### src/rtl/channel_arbiter.sv
// Round-robin arbiter: N requesters share one channel, with parity screening and a busy timeout.
// Latency: one edge from req to ack/ch_valid, and back-to-back grants on a completing edge.
// Backpressure: ch_busy holds the offered item stable; the item is dropped after TIMEOUT cycles.

`ifndef HDR_SZ
`define HDR_SZ 4
`endif
`ifndef PL_SZ
`define PL_SZ 8
`endif
`ifndef ADDR_SZ
`define ADDR_SZ 3
`endif

module channel_arbiter #(
  parameter int N       = 4,
  parameter int TIMEOUT = 16,
  localparam int W      = `HDR_SZ + `PL_SZ + `ADDR_SZ,
  localparam int IDW    = $clog2(N)
) (
  input  logic             clk,
  input  logic             reset,
  input  logic [N-1:0]     req,
  input  logic [N*W-1:0]   item_in,
  output logic [N-1:0]     ack,
  output logic             ch_valid,
  output logic [W-1:0]     ch_item,
  input  logic             ch_busy,
  output logic [IDW-1:0]   gnt_id,
  output logic             parity_err,
  output logic             timeout_err
);

  typedef enum logic {IDLE = 1'b0, XFER = 1'b1} state_t;

  localparam logic [7:0] TO_LAST = 8'(TIMEOUT - 1);

  state_t         state_q, state_d;
  logic [IDW-1:0] ptr_q, ptr_d;
  logic [7:0]     cnt_q, cnt_d;
  logic [N-1:0]   ack_q, ack_d;
  logic           vld_q, vld_d;
  logic [W-1:0]   item_q, item_d;
  logic [IDW-1:0] gnt_q, gnt_d;
  logic           perr_q, perr_d;
  logic           terr_q, terr_d;

  logic           win_found;
  logic [IDW-1:0] win_idx;
  logic [W-1:0]   win_item;
  logic           win_par_ok;
  logic           take;

  // Round-robin search upward from ptr+1; descending loop so the nearest requester wins.
  always_comb begin
    win_found = 1'b0;
    win_idx   = '0;
    for (int k = N; k >= 1; k--) begin
      if (req[(int'(ptr_q) + k) % N]) begin
        win_found = 1'b1;
        win_idx   = IDW'((int'(ptr_q) + k) % N);
      end
    end
  end

  // Winner's item and its even-parity check (XOR over all W bits must be zero).
  always_comb begin
    win_item   = item_in[int'(win_idx)*W +: W];
    win_par_ok = ~(^win_item);
  end

  // Next-state logic: completion, busy wait / timeout drop, and capture of a new winner.
  always_comb begin
    state_d = state_q;
    ptr_d   = ptr_q;
    cnt_d   = cnt_q;
    ack_d   = '0;
    vld_d   = vld_q;
    item_d  = item_q;
    gnt_d   = gnt_q;
    perr_d  = perr_q;
    terr_d  = terr_q;
    take    = 1'b0;

    case (state_q)
      IDLE: begin
        take = win_found;
      end
      XFER: begin
        if (!ch_busy) begin
          // Transfer completes; a new winner may be captured on the same edge.
          vld_d   = 1'b0;
          cnt_d   = '0;
          state_d = IDLE;
          take    = win_found;
        end else if (cnt_q == TO_LAST) begin
          // Offered for TIMEOUT cycles without acceptance: drop it.
          vld_d   = 1'b0;
          cnt_d   = '0;
          terr_d  = 1'b1;
          state_d = IDLE;
        end else begin
          cnt_d = cnt_q + 8'd1;
        end
      end
      default: begin
        state_d = IDLE;
        vld_d   = 1'b0;
      end
    endcase

    if (take) begin
      ptr_d          = win_idx;
      ack_d[win_idx] = 1'b1;
      if (win_par_ok) begin
        item_d  = win_item;
        gnt_d   = win_idx;
        vld_d   = 1'b1;
        cnt_d   = '0;
        state_d = XFER;
      end else begin
        // Corrupted item is acknowledged but never forwarded.
        perr_d = 1'b1;
      end
    end
  end

  // State and output registers with synchronous reset; ptr starts at N-1 so requester 0 wins first.
  always_ff @(posedge clk) begin
    if (reset) begin
      state_q <= IDLE;
      ptr_q   <= IDW'(N - 1);
      cnt_q   <= '0;
      ack_q   <= '0;
      vld_q   <= 1'b0;
      item_q  <= '0;
      gnt_q   <= '0;
      perr_q  <= 1'b0;
      terr_q  <= 1'b0;
    end else begin
      state_q <= state_d;
      ptr_q   <= ptr_d;
      cnt_q   <= cnt_d;
      ack_q   <= ack_d;
      vld_q   <= vld_d;
      item_q  <= item_d;
      gnt_q   <= gnt_d;
      perr_q  <= perr_d;
      terr_q  <= terr_d;
    end
  end

  assign ack         = ack_q;
  assign ch_valid    = vld_q;
  assign ch_item     = item_q;
  assign gnt_id      = gnt_q;
  assign parity_err  = perr_q;
  assign timeout_err = terr_q;

endmodule

### config.mk
export PLATFORM = sky130hd
export DESIGN_NAME = channel_arbiter
export DESIGN_NICKNAME = d
export VERILOG_FILES = /design/src/rtl/channel_arbiter.sv
export SDC_FILE = /design/constraint.sdc
export NUM_CORES = 1
export LEC_CHECK = 0
export ABC_AREA = 0
export CAP_MARGIN = 10
export CORE_ASPECT_RATIO = 1.4
export CORE_UTILIZATION = 42
export CTS_CLUSTER_SIZE = 12
export DETAILED_ROUTE_END_ITERATION = 10
export GPL_TIMING_DRIVEN = 0
export PLACE_DENSITY = 0.78
export SLEW_MARGIN = 20
export SYNTH_ARGS = -nofsm -noshare
export SYNTH_HDL_FRONTEND = slang
export SYNTH_SLANG_ARGS = --single-unit
### constraint.sdc
create_clock -name clk -period 3.7 [get_ports clk]
set_input_delay 0.74 -clock clk [delete_from_list [all_inputs] [get_ports clk]]
set_output_delay 0.74 -clock clk [all_outputs]
set_load 0.01 [all_outputs]
==> reports/results.tsv <==
metric	value	unit
synthFlopType	dfxtp_1	
diodes	0	
synth_nets	346	
wirelength	7440	microns
pre_cts_ws	-316	ps
yosysWarnings	0	
root_buffer	clkbuf_8	
fin_nets	452	
die_area	5210	sq um
final.setup.worst_slack	148	ps
synth_edf_count	0	
grt_pass1_wl	10200	microns
avgViaCountPerCell	5.61	
final_util	72.4	%
grt_use_total	26.1	%
hold_buffers	0	
worstHoldPathType	reg -> reg	
crit_path_end_kind	flip-flop	
setup_viol_count_final	0	
gp_congestion	0.844	
ys_async_sr_fraction	0	%
first_global_vias	2225	
syn_inst	278	
drtPass1Iterations	4	
antenna_found_initial	0	
period_needed	3550	ps
max_slew_margin	54.0	%
io_buffer_count	89	
pwr_density_cell	1210	nW/um^2
overflow	0	
arrival	3770	ps
ant_nets	0	
die_h	85.0	microns
cts.sinks	35	
max_freq	282	MHz
die_w	61.3	microns
dp_hpwl	5180	microns
path_max_fanout	10	
slew_violations	0	
start_util	44.5	%
drv_cap	0	
avgSynthCellArea	7.44	sq um
coreArea	4640	sq um
drt_iter0_markers	112	
cts_buffers	5	
syn_area	2070	sq um
syn_to_final_growth	62.8	%
htreeDepth	2	
clk_path_buf_depth	2	
path_class	in -> reg	
cts_tree	built	
period_share	96.0	%
worstMarginPinSlew	688	ps
drive_gt1_share	14.1	%
ys_ff_latch	35	
cp-start-kind	input pin	
layout_common_cells	clkdlybuf4s50_1 (88), nand2_1 (54), a21oi_1 (35), dfxtp_1 (35), nand3_1 (20)	
vias	2501	
grt_start_max_net_pins	11	
power.leakage	1.24	nW
ir_worst_vdd	0.870	mV
status	finished clean	
ios	91	
clk_latency	290	ps
hold_viol_final	0	
num_rows	29	
yosys.cell_types.count	37	
path_clk_slew	70	ps
skew	11.5	ps
drc	0	
layout_commonest_cell	clkdlybuf4s50_1	
seq_area_frac_synth	33.9	%
routedWlPerCell	16.7	microns
critPathRequiredTime	3920	ps
area by class of cell:
type                            instances  area, sq um
Multi-Input combinational cell        222         1390
Tap cell                               62         77.6
Buffer                                 21          135
Sequential cell                        35          701
Clock buffer                            6         82.6
Clock inverter                          1         5.00
Inverter                                1         3.75
Timing Repair Buffer                   98          968
Fill cell                             372         1280
repair_timing:
| action | CTS | global route |
|---|---|---|
| cloned | 0 | 2 |
| pin swaps | 3 | 10 |
| setup buffers | 2 | 6 |
| gates resized for setup | 4 | 26 |
| endpoints found under the setup margin | 15 | 28 |
cell usage after synthesis (4+ instances only):
cell type	number	area share, %
nand2_1	54	9.8
a21oi_1	38	9.2
dfxtp_1	35	34
nand3_1	21	5.1
a32oi_1	14	5.9
o21ai_0	12	2.9
nor2_1	11	2.0
xnor2_1	11	4.7
clkbuf_1	10	1.8
o21ai_1	10	2.4
nor3_1	9	2.2
nor2b_1	5	1.5
nor4_1	5	1.5
and3_1	4	1.2
buf_2	4	0.97
buf_6	4	2.2
final timing paths:
kind,slack [ps],cells after the start,startpoint,to
hold reg to reg,470,2,ch_valid,ch_valid
hold / removal,470,2,ch_valid,ch_valid
setup / recovery,150,16,req[2],ch_item[6]
setup reg to reg,740,14,ptr_q[0],ch_item[6]
metrics by stage:
| stage | total power, mW | setup TNS, ps | hold slack [ps] | area (sq um) | std cells |
|---|---|---|---|---|---|
| 2_1_floorplan | 2.28 | 0 | 450 | 2070 | 278 |
| 3_3_place_gp | 2.87 | -8180 | 453 | 3040 | 429 |
| 3_5_place_dp | 2.88 | -7600 | 465 | 3040 | 429 |
| 4_1_cts | 3.43 | 0 | 477 | 3170 | 438 |
| 5_1_grt | 4.38 | -30.2 | 497 | 3360 | 446 |
| 6_report | 4.08 | 0 | 471 | 3360 | 446 |
sequential cells by signal, summed over array words and instances, names as in the netlist:
signal / count
ptr_q: 2
ch_item: 15
parity_err: 1
state_q: 1
timeout_err: 1
ack: 4
cnt_q: 8
ch_valid: 1
gnt_id: 2
report_power, final:
part	leakage, nW	internal, mW	total (mW)	switching [mW]
Sequential	0.287	0.484	0.534	0.0501
Clock	0.0470	0.146	0.278	0.132
Combinational	0.909	1.55	3.26	1.71
Total	1.24	2.18	4.08	1.90
per-layer routing:
| metal | track usage (%) | vias up | wire [microns] |
|---|---|---|---|
| met5 | 0 | - | 0 |
| met4 | 8.88 | 0 | 200 |
| met3 | 6.25 | 21 | 711 |
| met2 | 46.1 | 127 | 3680 |
| met1 | 29.5 | 1148 | 2840 |
| li1 | - | 1205 | - |
logic make-up after synthesis:
logic type	share of synthesized area [%]
fa+ha+maj	0.605
flops	33.9
mux	0.545
xor+xnor	7.81
simple gates	25.5
compound gates	25.5
buf+inv	6.05
critical path: stages:
cell             delay (ps)
clkdlybuf4s50_1         470
nand2b_1                170
a21o_1                  200
and3_1                  190
buf_6                   130
buf_6                   140
a21oi_1                 210
a32oi_2                 120
xnor2_1                 190
xnor2_1                 250
xnor2_2                 140
buf_6                   160
xor2_4                  230
buf_4                   180
nand3_1                  90
a21oi_1                 150
Power figures use the tool's default switching activity.
